[src/rtl/bram_port_arbiter.sv]
// Round-robin, burst-locking arbiter sharing one block RAM port between NUM_REQ requesters.
// Define ARB_FIXED_PRIO_EN to select the lowest-index requester instead of round-robin.
module bram_port_arbiter #(
    parameter int NUM_REQ   = 3,
    parameter int ADDR_W    = 30,
    parameter int DATA_W    = 32,
    parameter int MAX_BURST = 16,
    parameter int RD_LAT    = 1
) (
    input  logic                      clk,
    input  logic                      RESET,
    input  logic [NUM_REQ-1:0]        req,
    input  logic [NUM_REQ-1:0]        we,
    input  logic [NUM_REQ-1:0]        last,
    input  logic [NUM_REQ*ADDR_W-1:0] addr,
    input  logic [NUM_REQ*DATA_W-1:0] wdata,
    output logic [NUM_REQ-1:0]        gnt,
    output logic [NUM_REQ-1:0]        rvalid,
    output logic [DATA_W-1:0]         rdata,
    input  logic [DATA_W-1:0]         BRAMdataIn,
    output logic [DATA_W-1:0]         BRAMDataOut,
    output logic [ADDR_W+1:0]         BRAMaddrByte,
    output logic [3:0]                BRAMWREN,
    output logic                      BRAMENMEM,
    output logic                      busy
);

    localparam int IDX_W = (NUM_REQ > 1) ? $clog2(NUM_REQ) : 1;
    localparam int CNT_W = $clog2(MAX_BURST) + 1;
    localparam logic [CNT_W-1:0] LAST_BEAT = CNT_W'(MAX_BURST - 1);
    localparam logic [CNT_W-1:0] CNT_MAX   = CNT_W'(MAX_BURST);

    typedef enum logic {
        IDLE,
        GRANT
    } state_t;

    state_t             state;
    logic [IDX_W-1:0]   owner;
    logic [CNT_W-1:0]   beat_cnt;
    logic [IDX_W-1:0]   winner;
    logic [IDX_W-1:0]   next_ptr;
    logic               any_req;
    logic               beat;
    logic               owner_we;
    logic               owner_last;
    logic               release_now;

    logic [RD_LAT-1:0]  tag_valid;
    logic [IDX_W-1:0]   tag_idx [RD_LAT];

    assign any_req    = |req;
    assign owner_we   = we[owner];
    assign owner_last = last[owner];
    assign beat       = (state == GRANT) && req[owner];
    assign next_ptr   = (owner == IDX_W'(NUM_REQ - 1)) ? '0 : owner + 1'b1;

    // A dropped request releases without a beat; last or the burst cap release on the beat itself.
    assign release_now = (state == GRANT) &&
                         (!req[owner] || (beat && (owner_last || beat_cnt == LAST_BEAT)));

`ifdef ARB_FIXED_PRIO_EN
    always_comb begin
        winner = '0;
        for (int k = NUM_REQ - 1; k >= 0; k--) begin
            if (req[k]) begin
                winner = IDX_W'(k);
            end
        end
    end
`else
    logic [IDX_W-1:0] rr_ptr;

    // Scan upward from the pointer with wrap-around; the first active request wins.
    always_comb begin
        int  idx;
        logic found;
        winner = '0;
        found  = 1'b0;
        idx    = 0;
        for (int k = 0; k < NUM_REQ; k++) begin
            idx = int'(rr_ptr) + k;
            if (idx >= NUM_REQ) begin
                idx = idx - NUM_REQ;
            end
            if (!found && req[idx]) begin
                found  = 1'b1;
                winner = IDX_W'(idx);
            end
        end
    end

    always_ff @(posedge clk or negedge RESET) begin
        if (!RESET) begin
            rr_ptr <= '0;
        end else if (release_now) begin
            rr_ptr <= next_ptr;
        end
    end
`endif

    always_ff @(posedge clk or negedge RESET) begin
        if (!RESET) begin
            state    <= IDLE;
            owner    <= '0;
            gnt      <= '0;
            beat_cnt <= '0;
        end else begin
            case (state)
                IDLE: begin
                    if (any_req) begin
                        state    <= GRANT;
                        owner    <= winner;
                        gnt      <= NUM_REQ'(1) << winner;
                        beat_cnt <= '0;
                    end
                end
                GRANT: begin
                    if (beat && beat_cnt != CNT_MAX) begin
                        beat_cnt <= beat_cnt + 1'b1;
                    end
                    if (release_now) begin
                        state <= IDLE;
                        gnt   <= '0;
                    end
                end
                default: begin
                    state <= IDLE;
                    gnt   <= '0;
                end
            endcase
        end
    end

    // Read tags travel independently of the grant so a new owner can start while reads drain.
    always_ff @(posedge clk or negedge RESET) begin
        if (!RESET) begin
            tag_valid <= '0;
            for (int s = 0; s < RD_LAT; s++) begin
                tag_idx[s] <= '0;
            end
        end else begin
            tag_valid[0] <= beat && !owner_we;
            tag_idx[0]   <= owner;
            for (int s = 1; s < RD_LAT; s++) begin
                tag_valid[s] <= tag_valid[s-1];
                tag_idx[s]   <= tag_idx[s-1];
            end
        end
    end

    always_comb begin
        rvalid = '0;
        if (tag_valid[RD_LAT-1]) begin
            rvalid[tag_idx[RD_LAT-1]] = 1'b1;
        end
    end

    always_comb begin
        BRAMENMEM    = 1'b0;
        BRAMWREN     = 4'b0000;
        BRAMDataOut  = '0;
        BRAMaddrByte = '0;
        if (beat) begin
            BRAMENMEM    = 1'b1;
            BRAMWREN     = owner_we ? 4'b1111 : 4'b0000;
            BRAMDataOut  = wdata[owner*DATA_W +: DATA_W];
            BRAMaddrByte = {addr[owner*ADDR_W +: ADDR_W], 2'b00};
        end
    end

    assign rdata = BRAMdataIn;
    assign busy  = (state == GRANT) || (|tag_valid);

endmodule
[config.mk]
export PLATFORM = sky130hd
export DESIGN_NAME = bram_port_arbiter
export DESIGN_NICKNAME = d
export VERILOG_FILES = /design/src/rtl/bram_port_arbiter.sv
export SDC_FILE = /design/constraint.sdc
export NUM_CORES = 1
export LEC_CHECK = 0
export CORE_AREA = 2 2 132 134
export DETAILED_ROUTE_END_ITERATION = 12
export DIE_AREA = 0 0 134 136
export GPL_TIMING_DRIVEN = 0
export PLACE_DENSITY_LB_ADDON = 0.2
export SLEW_MARGIN = 5
export SYNTH_ARGS = -nofsm -noshare
export SYNTH_HDL_FRONTEND = slang
export SYNTH_SLANG_ARGS = --single-unit
[constraint.sdc]
create_clock -name clk -period 3.5 [get_ports clk]
set_input_delay 0.7 -clock clk [delete_from_list [all_inputs] [get_ports clk]]
set_output_delay 0.7 -clock clk [all_outputs]
set_load 0.01 [all_outputs]
==> qor.txt <==
Status: finished clean
Post-Route M1 WL: 5560 µm
CP Launch Type: input port
Setup Crit Path Kind: input port to output port
Hold Fails Final Rpt: 0
Initial DRT Pass Iterations: 4
Count of input and output buffers: 301
Clock latency on the worst-skew pair: 250 ps
Switching Share: 46.3%
Wire length per cell: 15.7 µm
RSZ-0062 raised after global routing: no
Sequential-to-total area share from yosys stat: 14.3%
Clock Pin Slew Worst Setup and Hold Paths: 50 ps
Area fraction of the dominant cell type after synthesis: 23.9%
CTS tree: built
DIE AREA: 18200 µm²
Worst Tran Pin Value: 741 ps
ANT cells: 0
Leak: 2.58 nW
Largest net degree at the start of global routing: 17
Crit path max fanout: 10
Hold Crit Class: register to register
Most frequent cells in the layout: clkdlybuf4s50_1 (299), nor2_1 (128), mux2i_1 (67)
Vias per std cell: 4.21
Vias: 3990
Place WS: -342 ps
Clock Skew: 1.73 ps
#FFs+latches synth: 16
Max IR drop VDD: 218 µV
Max_cap viols: 0
Cell accounting for the most synthesized area: mux2i_1
Synth unique cells: 43
Critical Path RT: 2800 ps
Placed Instance Area: 6100 µm²
Core area: 16900 µm²
First-pass GRT wire length: 21900 µm
HPWL Detailed: 12700 µm
Clock power share: 6.8%
PnR Total Power: 0.00331 W
Count of final setup violators: 0
Met3 WL: 1080 µm
Relative slew slack: 50.4%
Hold Slack: 402 ps
DRC errors left: 0
Gr ovfl total: 0
P_int: 0.00178 W
Clock Tree Buf Depth: 2
Worst setup margin: 148 ps
Mapped Cells: 418
Die width: 134 µm
Psw: 0.00153 W
Post-synth ARST share: 100%
Top layer used by detailed routing: met4
CP endpoint kind: output port
Power Density: 534 nW/µm²
Inserted Clock Buffers: 3
Synth warnings: 0
Period utilization: 95.8%
GPL Wtd Cong: 0.913
Vias in the first global route: 4058
Area contributors post-synth: mux2i_1 (24%), nor2_1 (17%), dfrtp_1 (14%)
Die H: 136 µm
CTS Root Cell: clkbuf_16
Final antenna-violating net count: 0
DR iter-0 viols: 131
Area of the mapped netlist: 2800 µm²
Minimum clock period: 3350 ps
Commonest non-fill, non-tap cell in the layout: clkdlybuf4s50_1
CTS Sinks: 16
Slew Viols, Final: 0
DRT Wirelength: 14900 µm
DR WL met2: 8010 µm
Synth Flop Type: dfrtp_1
CTS Hold Bufs: 0
WP data arrival: 2650 ps
Fin area: 6190 µm²
Logic pwr share: 83.9%
Starting Density: 16.6%
Initial antenna violation count: 0
Nets: 961
Share of layout cells above drive strength 1: 10.2%
Area Overhead vs Synth: 121%
Rows: 48
Highest Clock Rate: 298 MHz
I/O pin total: 337
H-Tree Depth: 1
Gr usage total: 15.3%
Post-Syn Area per Cell: 6.71 µm²
Register share of total power: 9.3%
EDFF count, synth: 0
cell type report:
class / count / area [µm²]
Buffer: 68 / 430
Clock buffer: 3 / 75.1
Fill cell: 1760 / 10700
Inverter: 7 / 26.3
Multi-Input combinational cell: 328 / 1970
Sequential cell: 16 / 400
Tap cell: 225 / 282
Timing Repair Buffer: 301 / 3010
synth_stat cells, types with 2 or more instances:
cell       number
and3_1          3
nand2b_1        3
or2_2           2
o2bb2ai_1       2
clkbuf_1       11
nand3_1         4
dfrtp_1        16
ha_1            7
buf_2          15
a21oi_1        63
buf_1           4
mux2i_1        67
inv_1           6
and2_1          2
and3b_1         2
a31oi_1         2
nor2_1        130
nand2_1        11
nor2b_1         4
o21ai_0         4
o2111ai_1       2
buf_4          37
per-layer routing:
layer	GRT usage, %	vias to the layer above
met2	29.9	157
met3	3.80	18
met1	16.6	1825
met4	3.13	0
met5	0	-
li1	-	1990
flip-flops by register name, indices dropped and copies added (netlist names):
register   flops
tag_idx        2
owner          2
gnt            3
tag_valid      1
rr_ptr         2
beat_cnt       5
state          1
stage by stage:
stage	std cells	utilization [%]	TNS, ps
4_1_cts	948	36.7	0
3_3_place_gp	945	36.2	-12500
2_1_floorplan	419	-	0
5_1_grt	948	36.7	0
6_report	948	36.7	0
3_5_place_dp	945	36.2	-12140
critical path, cell delays in order:
cell             delay, ps
dlygate4sd2_1          400
o2bb2ai_2              190
nand2_1                110
buf_2                  240
buf_2                  230
nor2_2                 200
clkdlybuf4s50_1        570
power by group through the flow:
stage,sequential (W),clock [W],combinational (W)
2_1_floorplan,0.000302,0,0.00160
3_3_place_gp,0.000307,0,0.00276
3_5_place_dp,0.000311,0,0.00279
4_1_cts,0.000309,0.000223,0.00281
5_1_grt,0.000322,0.000231,0.00305
6_report,0.000308,0.000223,0.00278
path summary, 6_finish.rpt:
| check | from | endpoint | slack [ps] | cells after the start |
|---|---|---|---|---|
| setup / recovery | req[1] | BRAMDataOut[11] | 150 | 7 |
| hold / removal | owner[1] | tag_idx[1] | 400 | 0 |
| setup reg to reg | beat_cnt[0] | rr_ptr[1] | 1520 | 6 |
| hold reg to reg | owner[1] | tag_idx[1] | 400 | 0 |
| max in group asynchronous | RESET | beat_cnt[2] | 2140 | 1 |
| min in group asynchronous | RESET | gnt[0] | 890 | 1 |
timing repair:
action,in CTS,in global routing
setup buffers,0,0
setup endpoints to repair,66,63
resized for setup,5,17
cloned,0,0
cells by family (layout without fill, tap and decap cells):
kind of cell             count (synthesis)  count (layout)  share of synthesized area, %
AND/OR/NAND/NOR                        164             164                          24.1
AO/OA/AOI/OAI                           84              84                          16.9
other                                    1               2                         0.134
flip-flops                              16              16                          14.3
buffers and inverters                   75             379                          15.9
adder cells (fa/ha/maj)                  7               7                          3.12
multiplexers                            70              70                          25.3
XOR/XNOR                                 1               1                         0.312
Note: power is estimated with default switching activity, not from simulation.
